<file path="config.mk">
export PLATFORM = sky130hd
export DESIGN_NAME = fft1024_loader
export DESIGN_NICKNAME = d
export VERILOG_FILES = /design/src/rtl/fft1024_loader_pkg.sv /design/src/rtl/fft1024_loader_bit_reverse.sv /design/src/rtl/fft1024_loader.sv
export SDC_FILE = /design/constraint.sdc
export NUM_CORES = 1
export LEC_CHECK = 0
export ABC_CLOCK_PERIOD_IN_PS = 2400
export CAP_MARGIN = 20
export CORE_ASPECT_RATIO = 0.5
export CORE_MARGIN = 1
export CORE_UTILIZATION = 40
export CTS_CLUSTER_DIAMETER = 80
export CTS_CLUSTER_SIZE = 12
export DETAILED_ROUTE_END_ITERATION = 12
export GPL_TIMING_DRIVEN = 1
export PLACE_DENSITY = 0.72
export SLEW_MARGIN = 20
export SYNTH_ARGS = -nofsm -noshare
export SYNTH_HDL_FRONTEND = slang
export SYNTH_HIERARCHICAL = 1
export SYNTH_SLANG_ARGS = --single-unit
export TNS_END_PERCENT = 5
</file>
<file path="constraint.sdc">
create_clock -name clk -period 2.4 [get_ports clk]
set_clock_uncertainty 0.1 [all_clocks]
set_input_delay 0.36 -clock clk [delete_from_list [all_inputs] [get_ports clk]]
set_output_delay 0.36 -clock clk [all_outputs]
set_load 0.005 [all_outputs]
</file>
<file path="src/rtl/fft1024_loader_pkg.sv">
// Shared sizes and FSM encoding for the FFT input loader.
// Latency: n/a (constants and types only).
// Backpressure: n/a.
package fft_pkg;

  localparam int FFT_N     = 1024;
  localparam int FFT_LOG2N = 10;
  localparam int Q_W       = 16;
  localparam int SAMPLE_W  = 2 * Q_W;
  localparam int ADDR_W    = 11;
  localparam int BANK_BIT  = FFT_LOG2N - 1;

  typedef enum logic [2:0] {
    S_LOAD  = 3'd0,
    S_FLUSH = 3'd1,
    S_START = 3'd2,
    S_WAIT  = 3'd3,
    S_DONE  = 3'd4
  } state_t;

endpackage

</file>
<file path="src/rtl/fft1024_loader_bit_reverse.sv">
// Reverses the bit order of a W-bit index (sample position to FFT slot).
// Latency: combinational.
// Backpressure: none.
module bit_reverse #(
  parameter int W = 10
) (
  input  logic [W-1:0] in_bits,
  output logic [W-1:0] out_bits
);

  // Mirror each bit position across the word.
  always_comb begin
    out_bits = '0;
    for (int i = 0; i < W; i++) begin
      out_bits[i] = in_bits[W-1-i];
    end
  end

endmodule

</file>
<file path="src/rtl/fft1024_loader.sv">
// Loads one frame of complex samples into the two FFT banks in bit-reversed order, then runs the FFT core.
// Latency: write lands 1 clk after accept; fft_start 2 clks after the last accept.
// Backpressure: in_ready is high only while loading; it is low from frame close until the FFT has finished.
module fft1024_loader
  import fft_pkg::*;
#(
  parameter int N        = FFT_N,
  parameter int LOG2N    = FFT_LOG2N,
  parameter int IN_SHIFT = 0
) (
  input  logic                clk,
  input  logic                rst,
  input  logic                in_valid,
  output logic                in_ready,
  input  logic [SAMPLE_W-1:0] in_data,
  input  logic                in_last,
  output logic                ce0,
  output logic                oce0,
  output logic                wre0,
  output logic [ADDR_W-1:0]   ad0,
  output logic [SAMPLE_W-1:0] din0,
  output logic                ce1,
  output logic                oce1,
  output logic                wre1,
  output logic [ADDR_W-1:0]   ad1,
  output logic [SAMPLE_W-1:0] din1,
  output logic                mem_owner,
  output logic                fft_start,
  input  logic                fft_finish,
  output logic                frame_done,
  output logic                frame_err
);

  // Top bit of the reversed index picks the bank; the rest is the address.
  localparam int               BANK     = LOG2N - 1;
  localparam logic [LOG2N-1:0] LAST_IDX = LOG2N'(N - 1);

  state_t                state;
  logic [LOG2N-1:0]      count;
  logic [LOG2N-1:0]      rev;
  logic                  finish_q;
  logic                  accept;
  logic signed [Q_W-1:0] re_s;
  logic signed [Q_W-1:0] im_s;
  logic [SAMPLE_W-1:0]   wr_dat;
  logic [ADDR_W-1:0]     wr_ad;

  bit_reverse #(.W(LOG2N)) u_bitrev (
    .in_bits  (count),
    .out_bits (rev)
  );

  assign accept = in_valid & in_ready;
  assign re_s   = $signed(in_data[SAMPLE_W-1:Q_W]) >>> IN_SHIFT;
  assign im_s   = $signed(in_data[Q_W-1:0]) >>> IN_SHIFT;
  assign wr_dat = {re_s, im_s};
  assign wr_ad  = ADDR_W'(rev[BANK-1:0]);

  // Load / flush / start / wait / done sequencer; every output is a register.
  always_ff @(posedge clk) begin
    if (rst) begin
      state      <= S_LOAD;
      count      <= '0;
      finish_q   <= 1'b0;
      in_ready   <= 1'b0;
      ce0        <= 1'b0;
      oce0       <= 1'b0;
      wre0       <= 1'b0;
      ad0        <= '0;
      din0       <= '0;
      ce1        <= 1'b0;
      oce1       <= 1'b0;
      wre1       <= 1'b0;
      ad1        <= '0;
      din1       <= '0;
      mem_owner  <= 1'b0;
      fft_start  <= 1'b0;
      frame_done <= 1'b0;
      frame_err  <= 1'b0;
    end else begin
      wre0       <= 1'b0;
      wre1       <= 1'b0;
      fft_start  <= 1'b0;
      frame_done <= 1'b0;
      finish_q   <= fft_finish;
      case (state)
        S_LOAD: begin
          in_ready  <= 1'b1;
          ce0       <= 1'b1;
          oce0      <= 1'b1;
          ce1       <= 1'b1;
          oce1      <= 1'b1;
          mem_owner <= 1'b0;
          if (accept) begin
            if (rev[BANK]) begin
              wre1 <= 1'b1;
              ad1  <= wr_ad;
              din1 <= wr_dat;
            end else begin
              wre0 <= 1'b1;
              ad0  <= wr_ad;
              din0 <= wr_dat;
            end
            // First sample of a frame clears a stale error; an early last re-sets it below.
            if (count == '0) begin
              frame_err <= 1'b0;
            end
            if (count == LAST_IDX) begin
              state    <= S_FLUSH;
              count    <= '0;
              in_ready <= 1'b0;
              ce0      <= 1'b0;
              oce0     <= 1'b0;
              ce1      <= 1'b0;
              oce1     <= 1'b0;
            end else if (in_last) begin
              frame_err <= 1'b1;
              count     <= '0;
            end else begin
              count <= count + 1'b1;
            end
          end
        end
        S_FLUSH: begin
          // The core may still hold finish high from the last frame: treat it as already seen.
          state     <= S_START;
          fft_start <= 1'b1;
          mem_owner <= 1'b1;
          finish_q  <= 1'b1;
        end
        S_START: begin
          state <= S_WAIT;
        end
        S_WAIT: begin
          if (fft_finish && !finish_q) begin
            state      <= S_DONE;
            frame_done <= 1'b1;
          end
        end
        S_DONE: begin
          // Hand the banks back first; in_ready follows one cycle later.
          state     <= S_LOAD;
          mem_owner <= 1'b0;
          ce0       <= 1'b1;
          oce0      <= 1'b1;
          ce1       <= 1'b1;
          oce1      <= 1'b1;
        end
        default: begin
          state <= S_LOAD;
        end
      endcase
    end
  end

endmodule

</file>
== Word-level counts from Yosys, hierarchy flattened ==
Index checks and enable logic that the tools add are counted.

* Bits in registers: 104
* Bits in latches: 0
* Memory bits (writable): 0
* Memory bits (read-only): 0
* Output and inout port bits: 97
* Word-level logic and storage cells: 60
* Memories: 0

* $add $sub $neg: 1
* Multipliers: 0
* Divide/modulo/power cells: 0
* $lt $le $gt $ge: 0
* Equality and inequality tests: 8
* Shifts and indexed selects: 0
* Muxes and demuxes: 18
* Bitwise gates (word level): 5
* Reductions and logical operators: 13

{| class="wikitable"
|+ Operators by type and width
! operator !! number
|-
| 10-bit 2-to-1 mux || 2
|-
| 3-bit one-hot mux with 4 select lines || 1
|-
| 10-bit by 1-bit adder with 10-bit output, second input constant || 1
|-
| 10-bit equality test, second input constant || 1
|-
| 10-bit logical NOT || 1
|-
| 1-bit 2-to-1 mux || 10
|-
| 3-bit 2-to-1 mux || 3
|-
| 3-bit AND reduction || 3
|-
| 3-bit by 2-bit equality test with 1-bit output, second input constant || 2
|-
| 2-bit != test, second input constant || 3
|-
| 1-bit NOT || 4
|-
| 1-bit one-hot mux with 2 select lines || 2
|-
| 2-bit nonzero test || 2
|-
| 2-bit OR reduction || 2
|-
| 3-bit by 1-bit equality test with 1-bit output, second input constant || 1
|-
| 3-bit equality test, second input constant || 1
|-
| 3-bit logical NOT || 1
|-
| 3-bit OR reduction || 1
|-
| 2-bit AND reduction || 1
|-
| 1-bit AND || 1
|-
| 1-bit logical AND || 1
|-
| 1-bit logical NOT || 1
|}

== Logic depth before layout (Yosys ltp) ==
* Word-level depth: 4
* Depth in mapped cells: 8
* Gate-level depth less buffers: 5

== Cells and area by module ==
The synthesis kept the hierarchy.

{| class="wikitable"
|+ By module, submodules not included
! module !! instances !! cells an instance !! area an instance (um2) !! seq. area each (um2)
|-
| fft1024_loader || 1 || 476 || 3,852.4 || 2,082.0
|-
| bit_reverse || 1 || 10 || 75.1 || 0.0
|}

== Worst setup path after synthesis ==
Ideal clock, no wire load.

* Path kind: reg2reg
* From: register state[1]
* To: register ad0[0]
* Library setup time: 0.132 ns
* Data arrival time: 1.426 ns
* Path slack: 0.742 ns
* Cell stages (with the launch flop): 9
* Path buffers: 4
* Period minus slack after synthesis: 1.658 ns
* Path through: dfxtp_1 buf_6 nand4bb_1 buf_2 or3_1 buf_2 buf_6 nand2_1 a21oi_1

* Cells in the longest elaborated chain, start to end: 2

{| class="wikitable"
|+ RTL lines
! element !! line !! RTL
|-
| start: declaration || fft1024_loader.sv:38 || <nowiki>state_t state;</nowiki>
|-
| start signal: assignment || fft1024_loader.sv:62 || <nowiki>state <= S_LOAD;</nowiki>
|-
| start signal: assignment || fft1024_loader.sv:109 || <nowiki>state <= S_FLUSH;</nowiki>
|-
| start signal: assignment || fft1024_loader.sv:126 || <nowiki>state <= S_START;</nowiki>
|-
| 3-bit logical NOT || fft1024_loader.sv:86 || <nowiki>case (state)</nowiki>
|-
| 3-bit AND reduction (no line) || n/a ||
|-
| end signal: assignment || fft1024_loader.sv:101 || <nowiki>ad0 <= wr_ad;</nowiki>
|-
| end: declaration || fft1024_loader.sv:20 || <nowiki>output logic [ADDR_W-1:0] ad0,</nowiki>
|}

Every way passes these cells.
A chain may end at the register's enable or synchronous reset.

== Worst setup path after layout ==
* From: register count[0]
* To: register count[4]

* Cells in the longest elaborated chain, start to end: 3

{| class="wikitable"
|+ RTL lines
! element !! line !! RTL
|-
| start: declaration || fft1024_loader.sv:39 || <nowiki>logic [LOG2N-1:0] count;</nowiki>
|-
| start signal: assignment || fft1024_loader.sv:120 || <nowiki>count <= count + 1'b1;</nowiki>
|-
| 10-bit by 1-bit adder with 10-bit output || fft1024_loader.sv:120 ||
|-
| 10-bit 2-to-1 mux || fft1024_loader.sv:116 || <nowiki>end else if (in_last) begin</nowiki>
|-
| 10-bit 2-to-1 mux (*) || fft1024_loader.sv:108 || <nowiki>if (count == LAST_IDX) begin</nowiki>
|}

Mark *: on every way between the ends. The rest lies on a longest branch, timed or not.

==> results by group <==
Job
  – Max_cap viols: 0

Logic synthesis
  – Sequential-to-total area share from yosys stat: 0.530
  – Netlist cell types: 32
  – Post-Syn Instances: 486
  – Post-Syn Area: 3930 um2
  – Asr flop ratio synth: 0
  – Predominant post-synthesis flop cell: dfxtp_1
  – Mapped Avg Cell Area: 8.08 um2
  – Ys Warns: 6
  – Seq cells post-synth: 104
  – Number of synthesized flops with an enable pin: 0

GRT
  – First-pass GRT wire length: 15600 um
  – GRT Residual Overflow: 0
  – Largest net degree at the start of global routing: 43
  – Gr usage total: 0.195
  – Initial antenna violation count: 0
  – Vias in the first global route: 3192

Floorplan
  – Die footprint: 10200 um2
  – Die height: 72.1 um
  – Core ar.: 9480 um2
  – Site row count: 25
  – I/O pin count: 134
  – Die width: 142 um
  – Starting density of the core: 0.414

Clock tree
  – Root buf cell: clkbuf_16
  – H-tree levels: 3
  – CTS resizes: 0
  – Post-CTS Hold Buffers: 0
  – Setup bufs post-CTS: 0
  – CTS Buffer Depth: 2
  – Skew-Pair Late Insertion Delay: 0.34 ns
  – CTS sink cnt: 104
  – Clk slew on worst S/H paths: 0.07 ns
  – Inserted Clock Buffers: 9
  – CTS tree: built

Final layout
  – Ant. Diodes: 0
  – Area grow syn2layout: 40.0%
  – Share of post-route cells with drive strength above 1: 0.0406
  – Post-layout util: 0.580
  – Layout Nets: 628
  – Fill count: 869
  – Final Cell Area: 5500 um2

Hold path
  – Min-Delay Startpoint: din0[0]$_SDFFE_PP0P_
  – Min-delay worst type: reg2reg
  – WHS Path Cells: 2
  – Hold endpoint: din0[0]$_SDFFE_PP0P_

Route
  – Residual DRC: 0
  – Final wirelength: 9730 um
  – Final ANT Viol Nets: 0
  – Drt initial violations: 196
  – WL per Instance: 13.4 um
  – Via count: 3452
  – DR vias/cell: 4.75
  – DRT Pass-1 Iters: 4

Placed design
  – Port Buf Inserts: 129
  – Post-DP HPWL: 6520 um
  – Final GP Congestion: 0.816
  – Dpl cell area: 5220 um2
  – Pre-CTS WS: 0.366 ns

Worst setup path
  – Critical path class: reg2reg
  – Crit path launch type: flop
  – Worst reg2reg endpoint: count[4]$_SDFFE_PP0P_
  – FF-to-FF Start: count[0]$_SDFFE_PP0P_
  – Nature of the critical path endpoint: flop
  – Worst EP arrival: 1.89 ns
  – Crit Path Max Fanout: 10
  – R2r worst-path depth: 4
  – Crit path required time: 2.52 ns
  – R2r setup slk: 0.63 ns

Timing
  – Worst Max-Slew Pin Slew: 0.565 ns
  – Tmin final: 1.77 ns
  – TNS Setup: 0 ns
  – Final max-slew violation count: 0
  – RSZ-0062 raised after global routing: no
  – Max-Slew Margin vs Limit: 0.624
  – Post-route clock period utilization: 0.738
  – Final Hold Fails: 0
  – Fmax: 564 MHz
  – Setup ws final: 0.628 ns
  – Final Setup Violations: 0

Pwr
  – Lkg Pwr: 1.87 nW
  – VDD IR max: 0.369 mV
  – Pwr per Cell Area: 655 nW/um2

Status
  – Status: completed
## area by class of cell
cell class | instances | area (um2) | share of cell area
timing repair buffer | 137 | 1400 | 0.254
inverter | 6 | 22.5 | 0.00410
multi-input combinational | 331 | 1550 | 0.281
sequential | 104 | 2080 | 0.379
tap | 135 | 169 | 0.0307
clock inverter | 3 | 45.0 | 0.00819
clock buffer | 10 | 239 | 0.0435
## layer usage
| metal | up-vias | share of wire | routed length, um | track usage |
|---|---|---|---|---|
| met2 | 63 | 0.48 | 4700 | 0.336 |
| li1 | 1767 | - | - | - |
| met4 | 0 | 0.013 | 127 | 0.0633 |
| met5 | - | 0 | 0 | 0 |
| met3 | 12 | 0.040 | 393 | 0.0535 |
| met1 | 1610 | 0.46 | 4510 | 0.239 |
## kinds of logic after synthesis
| group | share of synthesized area |
|---|---|
| AND/OR/NAND/NOR | 0.235 |
| flip-flops | 0.530 |
| AO/OA/AOI/OAI | 0.129 |
| buffers and inverters | 0.0809 |
| XOR/XNOR | 0.0178 |
| adder cells (fa/ha/maj) | 0.00637 |
| other | 0.000955 |
## synth_stat cells, types with 3 or more instances
master	count	share of area
inv_1	6	0.0057
nor3_1	8	0.010
clkbuf_1	15	0.014
a21oi_1	85	0.11
xnor2_1	8	0.018
buf_2	11	0.014
dfxtp_1	104	0.53
nor2_1	19	0.018
o21ai_0	3	0.0038
nor4_1	4	0.0064
buf_6	5	0.014
buf_4	17	0.032
nand4_1	3	0.0048
o21a_1	3	0.0057
nand2_1	169	0.16
nand3_1	5	0.0064
## metrics by stage
stage / instances / hold WS (ns) / total power [mW]
global placement: 713 / 0.341 / 2.22
global route: 726 / 0.374 / 3.75
finish: 726 / 0.351 / 3.60
detailed placement: 713 / 0.346 / 2.23
CTS: 726 / 0.355 / 3.64
floorplan: 489 / 0.353 / 2.02
## power breakdown
part | switching (mW) | leakage [nW] | internal (mW)
Clock | 0.599 | 0.133 | 0.819
Combinational | 0.174 | 0.890 | 0.197
Sequential | 0.0350 | 0.843 | 1.78
Total | 0.808 | 1.87 | 2.79
## placed cells by master, fill, tap and decap left out, types with 2 or more instances in the layout
master / netlist / layout
buf_4: 17 / 4
nand3_1: 5 / 5
a21oi_1: 85 / 85
o21ai_0: 3 / 3
clkdlybuf4s50_1: 0 / 128
o21a_1: 3 / 3
nand4_1: 3 / 3
nor2_1: 19 / 19
clkbuf_16: 0 / 9
nand4b_1: 2 / 2
nand2_1: 169 / 169
buf_12: 0 / 4
conb_1: 1 / 4
and2_1: 2 / 2
and4_1: 2 / 2
nor3_1: 8 / 8
inv_1: 6 / 6
clkinvlp_4: 0 / 2
ha_1: 2 / 2
nor4_1: 4 / 4
dfxtp_1: 104 / 104
and3_1: 2 / 2
xnor2_1: 8 / 8
## critical path, cell delays in order, from the launching register on
cell and delay [ns]:
dfxtp_1 0.56, ha_1 0.29, nand4_1 0.23, a2bb2oi_2 0.39, nor2_1 0.09
## how the worst max path moves through the flow
stage | start | endpoint
3_3_place_gp | in_valid | din0[13]$_SDFFE_PP0P_
2_1_floorplan | state[1]$_SDFFE_PP0P_ | ad0[0]$_SDFFE_PP0P_
4_1_cts | count[0]$_SDFFE_PP0P_ | count[4]$_SDFFE_PP0P_
6_report | count[0]$_SDFFE_PP0P_ | count[4]$_SDFFE_PP0P_
3_5_place_dp | in_valid | din0[13]$_SDFFE_PP0P_
5_1_grt | count[0]$_SDFFE_PP0P_ | count[5]$_SDFFE_PP0P_
## state kept, by name, summed over array words and instances, names as in the netlist
signal      flops
din0           32
din1           32
count          10
ad0             9
ad1             9
state           3
fft_start       1
finish_q        1
frame_done      1
frame_err       1
in_ready        1
mem_owner       1
oce1            1
wre0            1
wre1            1
(Power assumes the default switching activity.)
